--- config.mk ---
export PLATFORM = sky130hd
export DESIGN_NAME = seq_pattern_gen_flat
export DESIGN_NICKNAME = d
export VERILOG_FILES = /design/src/rtl/seq_pattern_gen_if.sv /design/src/rtl/seq_pattern_gen.sv /design/src/flat_wrapper.sv
export SDC_FILE = /design/constraint.sdc
export NUM_CORES = 1
export LEC_CHECK = 0
export CAP_MARGIN = 25
export CORE_MARGIN = 5
export CORE_UTILIZATION = 29
export DETAILED_ROUTE_END_ITERATION = 10
export GPL_ROUTABILITY_DRIVEN = 0
export SETUP_SLACK_MARGIN = 0.15
export SLEW_MARGIN = 25
export SYNTH_ARGS = -nofsm -noshare
export SYNTH_HDL_FRONTEND = slang
export SYNTH_SLANG_ARGS = --single-unit
--- constraint.sdc ---
create_clock -name clk -period 3.4 [get_ports clk]
set_input_delay 0.68 -clock clk [delete_from_list [all_inputs] [get_ports clk]]
set_output_delay 0.68 -clock clk [all_outputs]
set_load 0.05 [all_outputs]
--- src/rtl/seq_pattern_gen_if.sv ---
// rtl/seq_pattern_gen_if.sv - beat stream from the sequence generator towards the sink
interface seq_pattern_gen_if #(
    parameter int OUT_W = 1
);
    logic [OUT_W-1:0] data_out;
    logic             data_out_valid;
    logic             data_out_ready;

    modport master (output data_out, output data_out_valid, input data_out_ready);
    modport slave  (input data_out, input data_out_valid, output data_out_ready);
endinterface

--- src/rtl/seq_pattern_gen.sv ---
// rtl/seq_pattern_gen.sv - burst/continuous test-sequence source: pattern, PRBS7, PRBS15 or counter
module seq_pattern_gen #(
    parameter  int OUT_W = 1,
    parameter  int PAT_W = 32,
    parameter  int CNT_W = 16,
    localparam int LEN_W = $clog2(PAT_W) + 1
) (
    input  logic               clk,
    input  logic               rstn,
    input  logic               i_ena,
    input  logic [1:0]         i_mode,
    input  logic [PAT_W-1:0]   i_pattern,
    input  logic [LEN_W-1:0]   i_pat_len,
    input  logic [CNT_W-1:0]   i_burst_len,
    output logic               o_busy,
    output logic               o_done,
    seq_pattern_gen_if.master  m_if
);
    typedef enum logic [1:0] {S_IDLE, S_RUN, S_DONE} state_t;

    state_t             r_state, w_next;
    logic [1:0]         r_mode;
    logic [PAT_W-1:0]   r_pattern;
    logic [LEN_W-1:0]   r_len, r_idx;
    logic [CNT_W-1:0]   r_burst, r_cnt;
    logic [6:0]         r_prbs7;
    logic [14:0]        r_prbs15;
    logic [OUT_W-1:0]   r_ctr, r_data;

    logic               w_start, w_accept, w_last, w_idle;
    logic [LEN_W-1:0]   w_len_eff, w_src_len, w_src_idx, w_nxt_idx;
    logic [1:0]         w_src_mode;
    logic [PAT_W-1:0]   w_src_pat, w_pat_sh;
    logic [6:0]         w_src_p7, w_nxt_p7;
    logic [14:0]        w_src_p15, w_nxt_p15;
    logic [OUT_W-1:0]   w_src_ctr, w_beat, w_b_pat, w_b_p7, w_b_p15;

    assign w_idle    = (r_state == S_IDLE);
    assign w_start   = w_idle && i_ena;
    assign w_accept  = (r_state == S_RUN) && i_ena && m_if.data_out_ready;
    assign w_last    = w_accept && (r_burst != '0) && ((r_cnt + CNT_W'(1)) == r_burst);
    assign w_len_eff = ((i_pat_len == '0) || (i_pat_len > LEN_W'(PAT_W))) ? LEN_W'(PAT_W) : i_pat_len;

    // In IDLE the generator is fed from the inputs and fresh seeds so the first beat is ready at start.
    assign w_src_mode = w_idle ? i_mode    : r_mode;
    assign w_src_pat  = w_idle ? i_pattern : r_pattern;
    assign w_src_len  = w_idle ? w_len_eff : r_len;
    assign w_src_idx  = w_idle ? w_len_eff - LEN_W'(1) : r_idx;
    assign w_src_p7   = w_idle ? '1 : r_prbs7;
    assign w_src_p15  = w_idle ? '1 : r_prbs15;
    assign w_src_ctr  = w_idle ? '0 : r_ctr;

    always_comb begin
        w_b_pat   = '0;
        w_b_p7    = '0;
        w_b_p15   = '0;
        w_pat_sh  = '0;
        w_nxt_idx = w_src_idx;
        w_nxt_p7  = w_src_p7;
        w_nxt_p15 = w_src_p15;
        for (int k = OUT_W - 1; k >= 0; k--) begin
            w_pat_sh   = w_src_pat >> w_nxt_idx;
            w_b_pat[k] = w_pat_sh[0];
            w_nxt_idx  = (w_nxt_idx == '0) ? w_src_len - LEN_W'(1) : w_nxt_idx - LEN_W'(1);
            w_b_p7[k]  = w_nxt_p7[6];
            w_nxt_p7   = {w_nxt_p7[5:0], w_nxt_p7[6] ^ w_nxt_p7[5]};
            w_b_p15[k] = w_nxt_p15[14];
            w_nxt_p15  = {w_nxt_p15[13:0], w_nxt_p15[14] ^ w_nxt_p15[13]};
        end
        case (w_src_mode)
            2'd0:    w_beat = w_b_pat;
            2'd1:    w_beat = w_b_p7;
            2'd2:    w_beat = w_b_p15;
            default: w_beat = w_src_ctr;
        endcase
    end

    always_ff @(posedge clk or negedge rstn) begin
        if (!rstn) begin
            r_state <= S_IDLE;
        end else begin
            r_state <= w_next;
        end
    end

    always_comb begin
        w_next              = r_state;
        o_busy              = 1'b0;
        o_done              = 1'b0;
        m_if.data_out_valid = 1'b0;
        case (r_state)
            S_IDLE: begin
                if (i_ena) w_next = S_RUN;
            end
            S_RUN: begin
                o_busy              = 1'b1;
                m_if.data_out_valid = 1'b1;
                if (!i_ena)      w_next = S_IDLE;
                else if (w_last) w_next = S_DONE;
            end
            S_DONE: begin
                o_done = 1'b1;
                w_next = S_IDLE;
            end
            default: w_next = S_IDLE;
        endcase
    end

    assign m_if.data_out = r_data;

    always_ff @(posedge clk or negedge rstn) begin
        if (!rstn) begin
            r_mode    <= '0;
            r_pattern <= '0;
            r_len     <= '0;
            r_idx     <= '0;
            r_burst   <= '0;
            r_cnt     <= '0;
            r_prbs7   <= '1;
            r_prbs15  <= '1;
            r_ctr     <= '0;
            r_data    <= '0;
        end else if (w_start) begin
            r_mode    <= i_mode;
            r_pattern <= i_pattern;
            r_len     <= w_len_eff;
            r_burst   <= i_burst_len;
            r_cnt     <= '0;
            r_data    <= w_beat;
            r_idx     <= w_nxt_idx;
            r_prbs7   <= w_nxt_p7;
            r_prbs15  <= w_nxt_p15;
            r_ctr     <= w_src_ctr + OUT_W'(1);
        end else if (w_accept) begin
            r_cnt     <= r_cnt + CNT_W'(1);
            r_data    <= w_beat;
            r_idx     <= w_nxt_idx;
            r_prbs7   <= w_nxt_p7;
            r_prbs15  <= w_nxt_p15;
            r_ctr     <= w_src_ctr + OUT_W'(1);
        end
    end
endmodule

--- src/flat_wrapper.sv ---
// flat-port wrapper written by rule: the top's interface ports become plain ports
module seq_pattern_gen_flat 
#(
    parameter  int OUT_W = 1,
    parameter  int PAT_W = 32,
    parameter  int CNT_W = 16,
    localparam int LEN_W = $clog2(PAT_W) + 1
)
  (clk, rstn, i_ena, i_mode, i_pattern, i_pat_len, i_burst_len, o_busy, o_done, m_if_data_out, m_if_data_out_valid, m_if_data_out_ready);
  seq_pattern_gen_if #(.OUT_W(OUT_W)) m_if_i ();
  input  logic clk;
  input  logic rstn;
  input  logic i_ena;
  input  logic [1:0] i_mode;
  input  logic [PAT_W-1:0] i_pattern;
  input  logic [LEN_W-1:0] i_pat_len;
  input  logic [CNT_W-1:0] i_burst_len;
  output logic o_busy;
  output logic o_done;
  output wire logic [$bits(m_if_i.data_out)-1:0] m_if_data_out;
  output wire logic [$bits(m_if_i.data_out_valid)-1:0] m_if_data_out_valid;
  input wire logic [$bits(m_if_i.data_out_ready)-1:0] m_if_data_out_ready;
  assign m_if_data_out = m_if_i.data_out;
  assign m_if_data_out_valid = m_if_i.data_out_valid;
  assign m_if_i.data_out_ready = m_if_data_out_ready;
  seq_pattern_gen #(.OUT_W(OUT_W), .PAT_W(PAT_W), .CNT_W(CNT_W)) u_core (.clk(clk), .rstn(rstn), .i_ena(i_ena), .i_mode(i_mode), .i_pattern(i_pattern), .i_pat_len(i_pat_len), .i_burst_len(i_burst_len), .o_busy(o_busy), .o_done(o_done), .m_if(m_if_i));
endmodule
[Word level (Yosys, flattened, before mapping)]
Cells that the tools add are included.
W data, S select, Z words.
Word-level totals
  register bits: 104
  memories: 0
  logic and storage cells: 68
  latch bits: 0
  memory bits (read-only): 0
  memory bits (writable): 0
  input bits: 60
  output and inout port bits: 4
Operators by class
  multiplexer cells: 28
  $lt $le $gt $ge: 1
  add/sub/neg operators: 5
  multiply operators: 0
  divide/modulo/power cells: 0
  bitwise operators: 2
  shift-type cells: 1
  reductions and logical operators: 13
  equality and inequality tests: 7
Operators with widths (number)
  $mux W15: 3
  $mux W6: 6
  $mux W16: 2
  $mux W32: 1
  $shr A32 B6 Y1: 1
  $mux W7: 3
  $sub A6 B1 Y6 const B: 3
  $add A16 B1 Y16 const B: 1
  $eq A16 B16 Y1: 1
  $reduce_bool A16 Y1: 1
  $logic_not A6 Y1: 2
  $mux W2: 4
  $mux W1: 7
  $gt A6 B6 Y1 const B: 1
  $logic_and A1 B1 Y1: 5
  $eq A2 B1 Y1 const B: 2
  $eq A2 B2 Y1 const B: 2
  $logic_not A2 Y1: 2
  $pmux W2 S2: 1
  $ne A3 B2 Y1 const B: 1
  $pmux W1 S3: 1
  $ne A2 B2 Y1 const B: 1
  $reduce_and A2 Y1: 1
  $reduce_bool A2 Y1: 1
  3 further kinds: 4

[Depth between registers and ports, before layout]
Gate-level depths: netlist of the first run.
  depth in word-level cells: 9
  gate-level depth with buffers: 14
  depth with buffers taken out: 12

[Worst setup path after synthesis of the first run]
Ideal clock, no wire load.
  path kind: input port to flip-flop
  from: in i_pat_len[5]
  to: reg u_core.r_idx[4]
  setup slack: 0.251 ns
  library setup time: 0.125 ns
  cell stages on the path: 14
  data required time: 3.275 ns
  data arrival time: 3.024 ns
  path buffers: 2
  cells stage by stage: nand2b_1 > buf_4 > buf_4 > ha_1 > inv_1 > nor4_1 > a22oi_1 > inv_1 > a21boi_0 > ha_1 > nand2_1 > o22ai_1 > o41ai_1 > mux2_2
On the way
  word-level cells in the longest chain between the ends: 9
  elaborated cells on any way between the ends: 13
  those cells by class: add/sub (3); order compare (1); mux (6); reduce/logical (3)
Ends and longest elaborated chain
  start: declaration: line flat_wrapper.sv:16  | input logic [LEN_W-1:0] i_pat_len;
  $gt A6 B6 Y1 or $logic_not A6 Y1 (tied branches): line seq_pattern_gen.sv:42  | assign w_len_eff = ((i_pat_len == '0) || (i_pat_len > LEN_W'(PAT_W))) ? LEN_W'(PAT_W) : i_pat_len;
  $logic_or A1 B1 Y1: line seq_pattern_gen.sv:42
  $mux W6 (*): line seq_pattern_gen.sv:42
  $sub A6 B1 Y6: line seq_pattern_gen.sv:48  | assign w_src_idx = w_idle ? w_len_eff - LEN_W'(1) : r_idx;
  $mux W6: line seq_pattern_gen.sv:48
  $sub A6 B1 Y6 or $logic_not A6 Y1 (tied branches): line seq_pattern_gen.sv:64  | w_nxt_idx = (w_nxt_idx == '0) ? w_src_len - LEN_W'(1) : w_nxt_idx - LEN_W'(1);
  $mux W6 (*): line seq_pattern_gen.sv:64
  $mux W6: line seq_pattern_gen.sv:134  | end else if (w_accept) begin
  $mux W6 (*): line seq_pattern_gen.sv:123  | end else if (w_start) begin
  end signal: assignment: line seq_pattern_gen.sv:130  | r_idx <= w_nxt_idx;
  end signal: assignment: line seq_pattern_gen.sv:137  | r_idx <= w_nxt_idx;
  end: declaration: line seq_pattern_gen.sv:24  | logic [LEN_W-1:0] r_len, r_idx;
Every way passes the cells marked *; elsewhere a longest branch is shown, timed or not. The select of a mux whose other input is x is not followed.
A chain may end at the register's enable or synchronous reset.

[Worst setup path after layout of the first run]
Same ends and word-level chain as after synthesis.

==> flow_summary.ini, run 1 <==
[cells_and_area]
drive_above_1_share_pct = 14.3
nFillCells = 1980
nets = 735
area_delta_synth_final_pct = 23.2
diodes = 0
utilization_pct = 36.3

[worst_setup_path]
path_class = in2reg
worstPathMaxFanout = 6
reg2reg_slack_ns = 0.83
crit_path_end_kind = flip-flop
required_ns = 3.64
path_common_cell = ha_1
worst_r2r_endpoint = u_core.r_idx[4]$_DFFE_PN0P_
crit_slowest_cell = clkdlybuf4s50_1
crit_arrival_ns = 3.18
startpoint = i_pat_len[5]
worst_path_largest_cell_delay_ns = 0.47
critPathLaunchType = primary input
r2r_start = u_core.r_state[0]$_DFFE_PN0P_
r2r_cells = 10
crit_chain = clkdlybuf4s50_1, nand2b_1, ha_1, inv_1, nor4_1, a22oi_1, buf_4, a21o_1, ha_1, nand2_1, o41ai_1, mux2_2

[power]
p_leak_nw = 2.91
seqPwrFrac_pct = 44.2
p_per_area_nw_per_um2 = 472
p_int_w = 0.00240
pwr-share-comb_pct = 19.7
clkPwrFrac_pct = 36.1
peakVddDrop_mv = 0.263
netSwitchingFraction_pct = 27.7
power_switching_w = 0.000921

[sta]
slew_headroom_pct = 46.0
finalMaxSlewViolations = 0
period_minus_slack_ns = 2.94
finalSetupTns_ns = 0
hold_viol = 0
fmax_ghz = 0.340
skew_ns = 0.00412
fin_crit_sh_pct = 86.6
worst_pin_slew_ns = 0.810
whs_ns = 0.419
rsz0062_at_grt = no
setup_viol = 0

[floorplan]
die_x_um = 150
core_sq_um = 19400
io_pins = 64
die_h_um = 150
dieArea_sq_um = 22600
rows = 51
start_util_pct = 29.5

[clock_network]
clk_pin_slew_ns = 0.07
cts_max_path_buffers = 2
clock-sinks = 104
cts_tree = built
cts_resized = 0
post_cts_buffers = 0
cts_buffers = 9
clk_root_buffer_cell = clkbuf_16
ctsHoldBuffers = 0
htree_levels = 3
clock_latency_ns = 0.35

[global_route]
grt-ovfl-total = 0
grt_pass1_wl_um = 23600
grt_pass1_vias = 4591
grt_antenna_before_repair = 0
grt_max_degree = 61
grt_usage_pct = 12.9

[routing]
wl_um = 14200
wl_met1_um = 7210
wl_per_cell_um = 15.1
vias = 4559
vias_per_cell = 4.84
drc = 0
first_pass_iters = 5
final_antenna_net_count = 0
top_layer_used = met4
drt_iter0_markers = 290
met2WireLength_um = 6350
met3_length_um = 531

[synthesis]
ys_ff_latch = 104
yosysSeqAreaShare_pct = 46.0
syn_nets = 673
synth-warning-count = 0
synth_edf_count = 0
synth_cell_type_count = 66
syn-cell-area_sq_um = 5710
avgSynthCellArea_sq_um = 9.37
synthArstFlopShare_pct = 100
synthCells = 610
synth_top_flop_cell = dfrtp_1

[hold_path]
hp-class = in2async

[placed_design]
dpl.hpwl_um = 10400
numPortBuffers = 63

[run_status]
status = complete, no violations

[flow_run]
cap_violations = 0
layout make-up:
class	instances	area (sq um)	area share [%]
clock buffers	9	225	3.20
clock inverters	7	119	1.69
inverters	6	22.5	0.320
multi-input cells	467	2910	41.4
flip-flops and latches	104	2630	37.4
well taps	265	332	4.71
repair buffers	84	798	11.3
synthesized netlist by cell type (4+ instances only):
library cell    n  area (sq um)
mux2_2         15           169
nand2_1       170           638
o21ai_0        33           165
nand3_1         7          35.0
clkbuf_1       24          90.1
dfstp_2        22           578
xnor2_1        23           201
nand2b_1        8          50.1
a211oi_1        4          30.0
o22a_1         21           184
mux4_2          6           135
nor3_1         10          50.1
xor2_1          9          78.8
o22ai_1         5          31.3
o31ai_1         6          45.0
a21oi_1        21           105
and3_1          5          31.3
dfrtp_1        82          2050
mux2i_1        19           190
inv_1           6          22.5
o211ai_1        6          45.0
nor4_1         10          62.6
nor2_1         26          97.6
nor2b_1         8          50.1
power groups by stage:
stage               Combinational (W)  Clock [W]  Sequential [W]
global placement             0.000650          0         0.00149
finish                       0.000655    0.00120         0.00147
floorplan                    0.000423          0         0.00146
CTS                          0.000661    0.00123         0.00147
global route                 0.000734    0.00127         0.00148
detailed placement           0.000658          0         0.00149
cells in the final DEF (no fill, tap or decap), types with 10 or more instances in the layout:
cell	count
dfstp_2	22
o21ai_0	33
dfrtp_1	82
nor3_1	10
o22a_1	21
nor4_1	10
a21oi_1	21
buf_4	21
nand2_1	169
nor2_1	25
xnor2_1	23
clkdlybuf4s50_1	62
mux2_2	15
mux2i_1	19
layer usage:
layer / up-vias / GRT usage (%)
met1: 2204 / 18.4
li1: 2266 / -
met3: 9 / 2.35
met5: - / 0
met2: 80 / 20.2
met4: 0 / 3.71
per-stage QoR:
stage | power, W | setup slack, ns | cells | instance area, sq um
2_1_floorplan | 0.00188 | 0.251 | 610 | 5710
3_3_place_gp | 0.00214 | 0.181 | 926 | 6690
3_5_place_dp | 0.00215 | 0.145 | 926 | 6690
4_1_cts | 0.00336 | 0.503 | 942 | 7040
5_1_grt | 0.00349 | 0.156 | 942 | 7040
6_report | 0.00332 | 0.457 | 942 | 7040
critical path, delay by kind of cell:
kind            cells  cell delay [ns]
compound gates      3             0.42
fa+ha+maj           2             0.51
buf+inv             3             0.70
mux                 1             0.26
simple gates        3             0.59
flip-flops by register name, indices dropped and copies added (netlist names):
| name | flops |
|---|---|
| u_core.r_burst | 16 |
| u_core.r_prbs15 | 15 |
| u_core.r_prbs7 | 7 |
| u_core.r_idx | 6 |
| u_core.r_ctr | 1 |
| u_core.m_if.data_out | 1 |
| u_core.r_state | 2 |
| u_core.r_mode | 2 |
| u_core.r_cnt | 16 |
| u_core.r_len | 6 |
| u_core.r_pattern | 32 |
how the worst max path moves through the flow:
stage                                             endpoint  slack [ns]
final                          u_core.r_idx[4]$_DFFE_PN0P_        0.46
after global routing      u_core.m_if.data_out$_DFFE_PN0P_        0.16
after CTS                      u_core.r_idx[4]$_DFFE_PN0P_        0.50
after detailed placement       u_core.r_idx[4]$_DFFE_PN0P_        0.15
after global placement         u_core.r_idx[4]$_DFFE_PN0P_        0.18
after floorplan                u_core.r_idx[4]$_DFFE_PN0P_        0.25
logic make-up (layout without fill, tap and decap cells):
kind of cell               after synthesis  in the layout  synth area share (%)
AOI/OAI and AO/OA                      124            124                  14.7
xor gates and xnor gates                32             32                  4.91
adders and majority gates                3              3                 0.657
buffers and inverters                   39            106                  3.11
DFF                                    104            104                  46.0
muxes                                   40             40                  8.65
and+or+nand+nor                        268            268                  21.9
Power figures use the tool's default switching activity.
==> run 2: changes to the inputs <==
--- a/config.mk
+++ b/config.mk
@@ -11,6 +11,7 @@
 export DETAILED_ROUTE_END_ITERATION = 10
 export GPL_ROUTABILITY_DRIVEN = 0
 export SETUP_SLACK_MARGIN = 0.15
+export SKIP_CTS_REPAIR_TIMING = 1
 export SLEW_MARGIN = 25
 export SYNTH_ARGS = -nofsm -noshare
 export SYNTH_HDL_FRONTEND = slang
==> constraint.sdc (replaced) <==
create_clock -name clk -period 3.6 [get_ports clk]
set_input_delay 0.72 -clock clk [delete_from_list [all_inputs] [get_ports clk]]
set_output_delay 0.72 -clock clk [all_outputs]
set_load 0.05 [all_outputs]
==> run 2 against run 1 <==
Register-to-register slack gained 0.23 ns. Hold slack got worse by 0.061 ns. Core utilization shrank 0.46 points. Clock skew grew 0.0039 ns. Highest routed layer is now met5. Final cell count down 0.21%. Sequential cell count stayed put. Global-route usage is 0.088 points higher. Critical endpoint unchanged. First-iteration DRC count fell by 5.5%. Count of clock-buffer cells in the layout up 1. Power shrank 12%. Cell area down 1.3%. Clock power is 21% lower.
==> flow_summary.ini, run 2 (synthesized netlist as in run 1, its figures left out) <==
[global_route]
grt_pass1_wl_um = 23500
grt_pass1_vias = 4520
grt_max_degree = 46
grt_usage_pct = 13.0
grt_antenna_before_repair = 1
grt-ovfl-total = 0

[worst_setup_path]
reg2reg_slack_ns = 1.06
required_ns = 3.84
crit_arrival_ns = 3.16
path_class = in2reg
crit_path_end_kind = flip-flop
r2r_cells = 8
startpoint = i_pat_len[5]
crit_slowest_cell = clkdlybuf4s50_1
worst_path_largest_cell_delay_ns = 0.43
critPathLaunchType = primary input
endpoint = u_core.r_idx[4]$_DFFE_PN0P_
worstPathMaxFanout = 6
crit_chain = clkdlybuf4s50_1, nand2b_1, ha_1, inv_1, nor4_1, a22oi_1, buf_4, a21o_1, ha_1, nand2_1, o41ai_1, mux2_2
worst_r2r_endpoint = u_core.r_idx[4]$_DFFE_PN0P_
path_common_cell = ha_1
r2r_start = u_core.r_state[0]$_DFFE_PN0P_

[floorplan]
io_pins = 64
rows = 51
dieArea_sq_um = 22600
start_util_pct = 29.5
core_sq_um = 19400
die_x_um = 150
die_h_um = 150

[sta]
setup_viol = 0
worst_pin_slew_ns = 0.744
setup_ws_ns = 0.679
finalMaxSlewViolations = 0
skew_ns = 0.00798
fin_crit_sh_pct = 81.1
whs_ns = 0.358
fmax_ghz = 0.342
hold_viol = 0
slew_headroom_pct = 50.1
rsz0062_at_grt = no
finalSetupTns_ns = 0
period_minus_slack_ns = 2.92

[power]
p_leak_nw = 2.88
peakVddDrop_mv = 0.207
seqPwrFrac_pct = 47.0
clkPwrFrac_pct = 32.2
netSwitchingFraction_pct = 29.0
pwr-share-comb_pct = 20.8
p_int_w = 0.00209
power_switching_w = 0.000851
totalPowerFinal_w = 0.00294
p_per_area_nw_per_um2 = 423

[cells_and_area]
largest_reg_flops = 32
multi_input_area_sq_um = 2910
nets = 733
mostFrequentLayoutCell = nand2_1
regMostFlops = u_core.r_pattern
register_area_sq_um = 2630
utilization_pct = 35.8
area_delta_synth_final_pct = 21.6
final_cell_mix = 169 x nand2_1, 82 x dfrtp_1, 62 x clkdlybuf4s50_1, 33 x o21ai_0, 25 x nor2_1
diodes = 0
top_regs = u_core.r_pattern x32, u_core.r_burst x16, u_core.r_cnt x16
nFillCells = 2022
drive_above_1_share_pct = 14.1

[placed_design]
place_worst_setup_slack_ns = 0.330
numPortBuffers = 63
dpl.hpwl_um = 10400

[routing]
vias_per_cell = 4.91
wl_per_cell_um = 14.9
drc = 0
wl_um = 14000
final_antenna_net_count = 0
drt_iter0_markers = 274
first_pass_iters = 4
vias = 4612

[clock_network]
cts_buffers = 9
clk_pin_slew_ns = 0.07
cts_tree = built
clock_latency_ns = 0.35
cts_max_path_buffers = 2
clock-sinks = 104
clk_root_buffer_cell = clkbuf_16
htree_levels = 3

[flow_run]
cap_violations = 0

[run_status]
status = complete, no violations

[hold_path]
hp-class = in2async
run 2: how the worst min path moves through the flow:
stage                                    startpoint                          endpoint  cells past startpoint
finish                                         rstn  u_core.r_pattern[26]$_DFFE_PN0P_                      1
global route                                   rstn  u_core.r_pattern[12]$_DFFE_PN0P_                      1
CTS                                            rstn  u_core.r_pattern[12]$_DFFE_PN0P_                      1
detailed placement  u_core.r_pattern[3]$_DFFE_PN0P_   u_core.r_pattern[3]$_DFFE_PN0P_                      2
global placement    u_core.r_pattern[3]$_DFFE_PN0P_   u_core.r_pattern[3]$_DFFE_PN0P_                      2
floorplan                                      rstn  u_core.m_if.data_out$_DFFE_PN0P_                      0
run 2: final cells by class:
class / count / area share [%]
flip-flops and latches: 104 / 37.9
inverters: 6 / 0.324
well taps: 265 / 4.77
clock inverters: 6 / 0.450
repair buffers: 82 / 11.1
clock buffers: 10 / 3.60
multi-input cells: 467 / 41.9
run 2: worst max-delay path, delay by kind of cell:
| kind | cells | cell delay [ns] |
|---|---|---|
| buf+inv | 3 | 0.66 |
| mux | 1 | 0.26 |
| compound gates | 3 | 0.42 |
| fa+ha+maj | 2 | 0.52 |
| simple gates | 3 | 0.57 |
run 2: per-layer routing:
| metal | up-vias | wire length (um) | global-route usage, % |
|---|---|---|---|
| li1 | 2264 | - | - |
| met1 | 2242 | 6900 | 18.3 |
| met2 | 88 | 6300 | 20.0 |
| met3 | 16 | 599 | 2.35 |
| met4 | 2 | 229 | 4.99 |
| met5 | - | 13 | 0 |
run 2: power groups by stage:
stage                     sequential, W  clock [W]  combinational (W)
after global placement          0.00140          0           0.000612
after global routing            0.00140    0.00102           0.000687
after floorplan                 0.00138          0           0.000399
after CTS                       0.00138   0.000968           0.000619
final                           0.00138   0.000946           0.000610
after detailed placement        0.00140          0           0.000617
run 2: per-stage QoR:
| stage | std cells | instance area (sq um) |
|---|---|---|
| final | 940 | 6950 |
| after global routing | 940 | 6950 |
| after CTS | 940 | 6950 |
| after detailed placement | 924 | 6670 |
| after global placement | 924 | 6670 |
| after floorplan | 610 | 5710 |
